**src/rtl/conv_frame_feeder_if.sv**
```systemverilog
// Handshake bundle between the frame source / encoder sink and conv_frame_feeder.
interface conv_frame_feeder_if #(
    parameter int k  = 1,
    parameter int m  = 4,
    parameter int W  = 8,
    parameter int LW = 8
);
    logic          start;
    logic [LW-1:0] frame_len;
    logic [W-1:0]  in_data;
    logic          in_valid;
    logic          in_ready;
    logic          out_ready;
    logic [k-1:0]  enc_I;
    logic          enc_enable;
    logic          enc_restart;
    logic          busy;
    logic          frame_done;

    // Frame source / encoder side: issues frames and words, observes encoder drive.
    modport master (
        output start, frame_len, in_data, in_valid, out_ready,
        input  in_ready, enc_I, enc_enable, enc_restart, busy, frame_done
    );

    // Feeder side.
    modport slave (
        input  start, frame_len, in_data, in_valid, out_ready,
        output in_ready, enc_I, enc_enable, enc_restart, busy, frame_done
    );
endinterface

```
**src/rtl/conv_frame_feeder.sv**
```systemverilog
// Frames message words for the convolutional encoder: restart, MSB-first
// serialisation k bits per step, then zero tail steps to flush the encoder.
module conv_frame_feeder #(
    parameter int k  = 1,
    parameter int m  = 4,
    parameter int W  = 8,
    parameter int LW = 8
) (
    input logic                 clk,
    input logic                 reset,
    conv_frame_feeder_if.slave  bus
);
    localparam int STEPS      = W / k;
    localparam int TAIL_STEPS = (m - 1) / k;
    localparam int MAX_STEPS  = (STEPS > TAIL_STEPS) ? STEPS : TAIL_STEPS;
    localparam int SW         = $clog2(MAX_STEPS + 1);

    localparam logic [SW-1:0] LAST_SHIFT = SW'(STEPS - 1);
    localparam logic [SW-1:0] LAST_TAIL  = SW'((TAIL_STEPS > 0) ? TAIL_STEPS - 1 : 0);

    typedef enum logic [2:0] {
        S_IDLE,
        S_RST,
        S_FETCH,
        S_SHIFT,
        S_TAIL,
        S_DONE
    } state_t;

    // With no tail steps (m == k) the frame ends straight after the last data step.
    localparam state_t AFTER_DATA = (TAIL_STEPS == 0) ? S_DONE : S_TAIL;

    state_t        state_q, state_d;
    logic [LW-1:0] word_q, word_d;
    logic [SW-1:0] step_q, step_d;
    logic [W-1:0]  shreg_q, shreg_d;
    logic          restart_q, restart_d;
    logic          in_ready_q, in_ready_d;
    logic          busy_q, busy_d;
    logic          done_q, done_d;
    logic          shift_q, shift_d;
    logic          step_en_q, step_en_d;

    // Next-state, counter and shift-register update; outputs decoded from next state.
    always_comb begin
        state_d = state_q;
        word_d  = word_q;
        step_d  = step_q;
        shreg_d = shreg_q;
        unique case (state_q)
            S_IDLE: begin
                if (bus.start) begin
                    word_d  = bus.frame_len;
                    state_d = S_RST;
                end
            end
            S_RST: begin
                step_d  = '0;
                state_d = (word_q != '0) ? S_FETCH : AFTER_DATA;
            end
            S_FETCH: begin
                if (bus.in_valid) begin
                    shreg_d = bus.in_data;
                    word_d  = word_q - LW'(1);
                    step_d  = '0;
                    state_d = S_SHIFT;
                end
            end
            S_SHIFT: begin
                if (bus.out_ready) begin
                    shreg_d = shreg_q << k;
                    if (step_q == LAST_SHIFT) begin
                        step_d  = '0;
                        state_d = (word_q != '0) ? S_FETCH : AFTER_DATA;
                    end else begin
                        step_d = step_q + SW'(1);
                    end
                end
            end
            S_TAIL: begin
                if (bus.out_ready) begin
                    if (step_q == LAST_TAIL) begin
                        step_d  = '0;
                        state_d = S_DONE;
                    end else begin
                        step_d = step_q + SW'(1);
                    end
                end
            end
            S_DONE:  state_d = S_IDLE;
            default: state_d = S_IDLE;
        endcase

        restart_d  = (state_d == S_RST);
        in_ready_d = (state_d == S_FETCH);
        busy_d     = (state_d != S_IDLE);
        done_d     = (state_d == S_DONE);
        shift_d    = (state_d == S_SHIFT);
        step_en_d  = (state_d == S_SHIFT) || (state_d == S_TAIL);
    end

    // State, counters and registered output flags with synchronous reset.
    always_ff @(posedge clk) begin
        if (reset) begin
            state_q    <= S_IDLE;
            word_q     <= '0;
            step_q     <= '0;
            shreg_q    <= '0;
            restart_q  <= 1'b0;
            in_ready_q <= 1'b0;
            busy_q     <= 1'b0;
            done_q     <= 1'b0;
            shift_q    <= 1'b0;
            step_en_q  <= 1'b0;
        end else begin
            state_q    <= state_d;
            word_q     <= word_d;
            step_q     <= step_d;
            shreg_q    <= shreg_d;
            restart_q  <= restart_d;
            in_ready_q <= in_ready_d;
            busy_q     <= busy_d;
            done_q     <= done_d;
            shift_q    <= shift_d;
            step_en_q  <= step_en_d;
        end
    end

    // enc_enable must follow out_ready in the same cycle, so it is gated here.
    assign bus.enc_I       = shift_q ? shreg_q[W-1 -: k] : '0;
    assign bus.enc_enable  = step_en_q & bus.out_ready;
    assign bus.enc_restart = restart_q;
    assign bus.in_ready    = in_ready_q;
    assign bus.busy        = busy_q;
    assign bus.frame_done  = done_q;
endmodule

```
**src/flat_wrapper.sv**
```systemverilog
// flat-port wrapper written by rule: the top's interface ports become plain ports
module conv_frame_feeder_flat 
#(
    parameter int k  = 1,
    parameter int m  = 4,
    parameter int W  = 8,
    parameter int LW = 8
)
  (clk, reset, bus_start, bus_frame_len, bus_in_data, bus_in_valid, bus_out_ready, bus_in_ready, bus_enc_I, bus_enc_enable, bus_enc_restart, bus_busy, bus_frame_done);
  conv_frame_feeder_if #(.k(k), .m(m), .W(W), .LW(LW)) bus_i ();
  input logic clk;
  input logic reset;
  input wire logic [$bits(bus_i.start)-1:0] bus_start;
  input wire logic [$bits(bus_i.frame_len)-1:0] bus_frame_len;
  input wire logic [$bits(bus_i.in_data)-1:0] bus_in_data;
  input wire logic [$bits(bus_i.in_valid)-1:0] bus_in_valid;
  input wire logic [$bits(bus_i.out_ready)-1:0] bus_out_ready;
  output wire logic [$bits(bus_i.in_ready)-1:0] bus_in_ready;
  output wire logic [$bits(bus_i.enc_I)-1:0] bus_enc_I;
  output wire logic [$bits(bus_i.enc_enable)-1:0] bus_enc_enable;
  output wire logic [$bits(bus_i.enc_restart)-1:0] bus_enc_restart;
  output wire logic [$bits(bus_i.busy)-1:0] bus_busy;
  output wire logic [$bits(bus_i.frame_done)-1:0] bus_frame_done;
  assign bus_i.start = bus_start;
  assign bus_i.frame_len = bus_frame_len;
  assign bus_i.in_data = bus_in_data;
  assign bus_i.in_valid = bus_in_valid;
  assign bus_i.out_ready = bus_out_ready;
  assign bus_in_ready = bus_i.in_ready;
  assign bus_enc_I = bus_i.enc_I;
  assign bus_enc_enable = bus_i.enc_enable;
  assign bus_enc_restart = bus_i.enc_restart;
  assign bus_busy = bus_i.busy;
  assign bus_frame_done = bus_i.frame_done;
  conv_frame_feeder #(.k(k), .m(m), .W(W), .LW(LW)) u_core (.clk(clk), .reset(reset), .bus(bus_i));
endmodule
```
**config.mk**
```make
export PLATFORM = sky130hd
export DESIGN_NAME = conv_frame_feeder_flat
export DESIGN_NICKNAME = d
export VERILOG_FILES = /design/src/rtl/conv_frame_feeder_if.sv /design/src/rtl/conv_frame_feeder.sv /design/src/flat_wrapper.sv
export SDC_FILE = /design/constraint.sdc
export NUM_CORES = 1
export LEC_CHECK = 0
export ABC_CLOCK_PERIOD_IN_PS = 3300
export BUFFER_PORTS_ARGS = -buffer_cell sky130_fd_sc_hd__buf_2
export CAP_MARGIN = 20
export CORE_UTILIZATION = 50
export DETAILED_ROUTE_END_ITERATION = 8
export GPL_ROUTABILITY_DRIVEN = 1
export PLACE_DENSITY = 0.79
export SLEW_MARGIN = 25
export SYNTH_ARGS = -nofsm -noshare
export SYNTH_HDL_FRONTEND = slang
export SYNTH_SLANG_ARGS = --single-unit
```
**constraint.sdc**
```tcl
create_clock -name clk -period 3.3 [get_ports clk]
set_input_delay 0 -clock clk [delete_from_list [all_inputs] [get_ports clk]]
set_output_delay 0 -clock clk [all_outputs]
set_load 0.005 [all_outputs]
```
Word level (Yosys, flattened, before mapping)
Cells that the tools add are included.
W data, S select, Z words.

storage, ports and cells
  register bits after elaboration = 29
  input port bits = 21
  output and inout bits = 6

operators by class
  add/subtract/negate cells = 2
  equality and inequality tests = 15
  muxes and demuxes = 21
  bitwise gates (word level) = 1
  reduce and logical (&&, ||, !) cells = 10

operator list
  kind                   count
  $mux W8                4
  $pmux W8 S2            2
  $mux W3                7
  $mux W4                5
  $pmux W4 S4            1
  $pmux W3 S5            1
  $eq A3 B2 Y1 const B   4
  $eq A3 B3 Y1 const B   3
  $ne A2 B2 Y1 const B   4
  $reduce_bool A8 Y1     1
  $sub A8 B1 Y8 const B  1
  $eq A3 B1 Y1 const B   2
  $reduce_and A3 Y1      2
  $add A4 B1 Y4 const B  1
  $eq A4 B2 Y1 const B   1
  $eq A4 B3 Y1 const B   1
  $reduce_and A4 Y1      1
  $reduce_bool A2 Y1     2
  $reduce_bool A4 Y1     1
  $logic_not A3 Y1       1
  $reduce_bool A3 Y1     1
  $and A1 B1 Y1          1
  $logic_or A1 B1 Y1     1
  $mux W1                1

Logic depth before layout (Yosys ltp)
  word-level depth = 7
  mapped depth = 8

Worst setup path before layout
No wires, ideal clock.

  path kind = register to register
  start point = register u_core.word_q[3]
  end point = register u_core.word_q[7]
  data arrival time = 1520 ps
  required time = 3221 ps
  path slack = 1700 ps
  cell stages (with the launch flop) = 7
  buffers on the path = 1
  period minus slack after synthesis = 1600 ps
  cells stage by stage = dfxtp_1 -> buf_6 -> or4_4 -> or2_4 -> a21oi_2 -> nor2_1 -> a211oi_2

between the ends
  word-level cells in the longest chain between the ends = 3

RTL lines
  what                    line                      text
  from (decl)             conv_frame_feeder.sv:34   logic [LW-1:0] word_q, word_d;
  from (signal assigned)  conv_frame_feeder.sv:117  word_q <= word_d;
  $sub A8 B1 Y8           conv_frame_feeder.sv:64   word_d = word_q - LW'(1);
  $mux W8                 conv_frame_feeder.sv:62   if (bus.in_valid) begin
  $pmux W8 S2             conv_frame_feeder.sv:50   unique case (state_q)

Every way passes these cells. The select of a mux whose other input is x is not followed.
A chain may end at the register's enable or synchronous reset.

Final worst setup path
  start point = register u_core.state_q[0]
  end point = register u_core.step_q[3]

between the ends
  word-level cells in the longest chain between the ends = 3

RTL lines
  what                                                          line                      text
  from (decl)                                                   conv_frame_feeder.sv:33   state_t state_q, state_d;
  from (signal assigned)                                        conv_frame_feeder.sv:116  state_q <= state_d;
  $eq A3 B1 Y1 (tied with other cells)                          conv_frame_feeder.sv:50
  $reduce_bool A4 Y1 (no line) or $ne A2 B2 Y1 (tied branches)  n/a
  $reduce_and A4 Y1 (no line)                                   n/a
  to (signal assigned)                                          conv_frame_feeder.sv:118  step_q <= step_d;
  to (decl)                                                     conv_frame_feeder.sv:35   logic [SW-1:0] step_q, step_d;

Several ways; a longest one is shown, not always the timed one.

==> run_results.csv <==
group,metric,value,unit
timing,period_minus_slack,2.038,ns
floorplanning,die_area,3319,um^2
critical_path,crit_fanout,13,
route,vias,1421,
floorplanning,core-area,2853,um^2
global_routing,top_usage_layer,"met2",
place,dpl_cell_area,1655,um^2
route,drt_iter0_markers,75,
critical_path,cp_slowest_cell,"dfxtp_1",
yosys,synth_top_family_by_area,"simple AND/OR/NAND/NOR gates",
route,wirelength,3269,um
global_routing,use_met3,0.05357,
critical_path,worst_ep_arrival_time,2.28,ns
global_routing,use_met2,0.3439,
cts,post_cts_resized,0,
critical_path,slowest_delay,0.57,ns
power,cellLeakagePower,0.7586,nW
yosys,synth_edf_count,0,
yosys,synth_compound_area_frac,0.1974,
route,drcViolationCount,2,
floorplanning,fp.dieH,57.62,um
timing,grt_setup_unrepaired,"false",
yosys,synth_fa_ha_area_frac,0.03236,
yosys,synth-simple-area-share,0.2783,
finish,multiInputGateArea,875.8,um^2
min_path,hold_path.class,"in2reg",
cts,cts_buffers,5,
global_routing,antenna_found_initial,0,
timing,finalSetupViolations,0,
floorplanning,initial_core_util,0.5421,
run_status,violations,"design-rule violations",
yosys,synth-seq-cells,29,
finish,drive_above_1_share,0.1878,
finish,syn_to_final_growth,11.73,%
cts,root_buffer,"clkbuf_4",
route,dr.pass1.iters,6,
floorplanning,die_w,57.62,um
timing,finalClockSkew,0.002924,ns
critical_path,crit_path_end_kind,"flip-flop",
yosys,synth.distinct_cells,51,
cts,path_clk_slew,0.08,ns
finish,final_util,0.6057,
critical_path,critical-path-top-delay-family,"compound AO/OA/AOI/OAI gates",
critical_path,cp_cell_sequence,"nand3b_1, a21boi_0, a31o_2, a211o_1, o31ai_1",
yosys,synth_nets,215,
timing,max_slew_margin,0.5992,
cts,clk_latency,0.32,ns
place,gp_congestion,0.8433,
yosys,ys.flop_type,"dfxtp_1",
cts,htreeDepth,2,
finish,final_cell_area,1728,um^2
yosys,seq_area_frac_synth,0.3754,
place,place_hpwl,2247,um
place,port_buffers,26,
yosys,syn_area,1546,um^2
yosys,synthMuxAreaShare,0.05825,
route,ant_nets,0,
yosys,async_flop_share,0,
route,vias_per_cell,5.824,
global_routing,grt_max_degree,29,
cts,cts_tree,"built",
place,place_ws,1.315,ns
timing,tightestPinTransition,0.5980,ns
power,pwr_density_cell,534.9,nW/um^2
timing,finalCritPeriodShare,0.6175,
floorplanning,core.rowCount,19,
power,peakVddDrop,305.3,uV
yosys,yosys_warnings,0,
timing,drv_slew,0,
timing,fmax,490.7,MHz
finish,regArea,580.6,um^2
run_status,status,"finished with violations",
timing,hold_violations,0,
cts,cts.sinks,29,
floorplanning,io_pins,27,
global_routing,grt_usage,0.2207,
cts,clock_path_buffers,2,
finish,antenna_cells,0,
critical_path,path_class,"reg2reg",
global_routing,met1_usage,0.2897,
run,max_cap_violations,0,
route,drt-wirelength-per-cell,13.40,um
finish,fillers,258,
global_routing,grt_pass1_vias,1284,
critical_path,crit_buf_inv,0,
critical_path,cp.required,3.54,ns
timing,tns,0,ns
yosys,synth_xor_area_frac,0,
yosys,netlist_instances,190,
finish,final_nets,239,
timing,fin_ws,1.262,ns
global_routing,grt_pass1_wl,5644,um
global_routing,overflow,0,
critical_path,start_kind,"flip-flop",
yosys,avgSynthCellArea,8.139,um^2
-- registers in the layout, indices dropped and copies added (netlist names) --
register / count
u_core.shreg_q: 8
u_core.word_q: 8
u_core.step_q: 4
u_core.state_q: 3
u_core.bus.busy: 1
u_core.bus.enc_restart: 1
u_core.bus.frame_done: 1
u_core.bus.in_ready: 1
u_core.shift_q: 1
u_core.step_en_q: 1
-- worst min-delay path, stage by stage --
cell,delay [ns]
buf_2,0.10
nor4_1,0.04
nor3_1,0.14
-- what timing repair did --
action,CTS,global route
hold buffers,3,0
buffers inserted,0,0
hold endpoints to repair,2,0
-- layout by cell type (no fill, tap or decap), drive strengths merged, types with 3 or more instances in the layout --
cell         instances
nor4                 3
a21oi               11
a32oi                3
nor2b                3
inv                  8
dlygate4sd3          3
a211oi               3
mux2i                9
ha                   4
nor3                 9
nand3                7
nand2                7
o21ai                9
dfxtp               29
buf                 26
clkbuf               5
nor2                32
nand2b               5
a22oi                3
-- layout make-up --
cell class                      instances  area share
Sequential cell                        29      0.3360
Timing Repair Buffer                   29     0.09269
Tap cell                               31     0.02245
Multi-Input combinational cell        141      0.5069
Clock inverter                          1    0.002896
Clock buffer                            5     0.02172
Inverter                                8     0.01738
-- routing by layer --
layer | routed length, um | part of all wire | vias to the layer above
li1 | - | - | 729
met1 | 1662 | 0.51 | 654
met3 | 129 | 0.039 | 5
met4 | 36 | 0.011 | 0
met2 | 1440 | 0.44 | 33
met5 | 0 | 0 | -
-- power by group --
part           switching, W  total [W]  internal [W]
Clock              0.000113   0.000187     0.0000737
Combinational      0.000174   0.000306      0.000132
Sequential        0.0000412   0.000432      0.000390
-- stage by stage --
stage / power [W] / hold WS (ns) / instances
finish: 0.0009243 / 0.01335 / 244
global route: 0.0009894 / 0.04216 / 244
CTS: 0.0009254 / 0.0004944 / 244
detailed placement: 0.0007368 / 0.2772 / 235
global placement: 0.0007287 / 0.2800 / 235
floorplan: 0.0006750 / 0.1103 / 190
-- path summary, 6_finish.rpt --
path | startpoint | endpoint | slack, ns | cells past startpoint
worst min register to register | u_core.shreg_q[7]$_SDFFE_PP0P_ | u_core.shreg_q[7]$_SDFFE_PP0P_ | 0.48 | 2
worst min-delay path | bus_start | u_core.bus.busy$_SDFF_PP0_ | 0.01 | 3
worst max-delay path | u_core.state_q[0]$_SDFF_PP0_ | u_core.step_q[3]$_SDFFE_PP0P_ | 1.26 | 5
worst max register to register | u_core.state_q[0]$_SDFF_PP0_ | u_core.step_q[3]$_SDFFE_PP0P_ | 1.26 | 5
-- synth_stat cells, types with 4 or more instances --
library cell  number  area [um^2]
nor3_1             8        40.04
nor2_1            31        116.4
ha_1               4        50.05
o21ai_0            6        30.03
nand2_1            7        26.28
inv_1              8        30.03
clkbuf_1           5        18.77
mux2i_1            9        90.09
nand2b_1           5        31.28
nand3_1            7        35.03
a21oi_1           10        50.05
buf_2              6        30.03
dfxtp_1           29        580.6
-- logic make-up (layout without fill, tap and decap cells) --
family | count (synthesis) | after routing
AND/OR/NAND/NOR | 83 | 83
adder cells (fa/ha/maj) | 4 | 4
AO/OA/AOI/OAI | 45 | 45
flip-flops | 29 | 29
buffers and inverters | 20 | 43
multiplexers | 9 | 9
No activity file was read; power rests on OpenSTA's default activity.
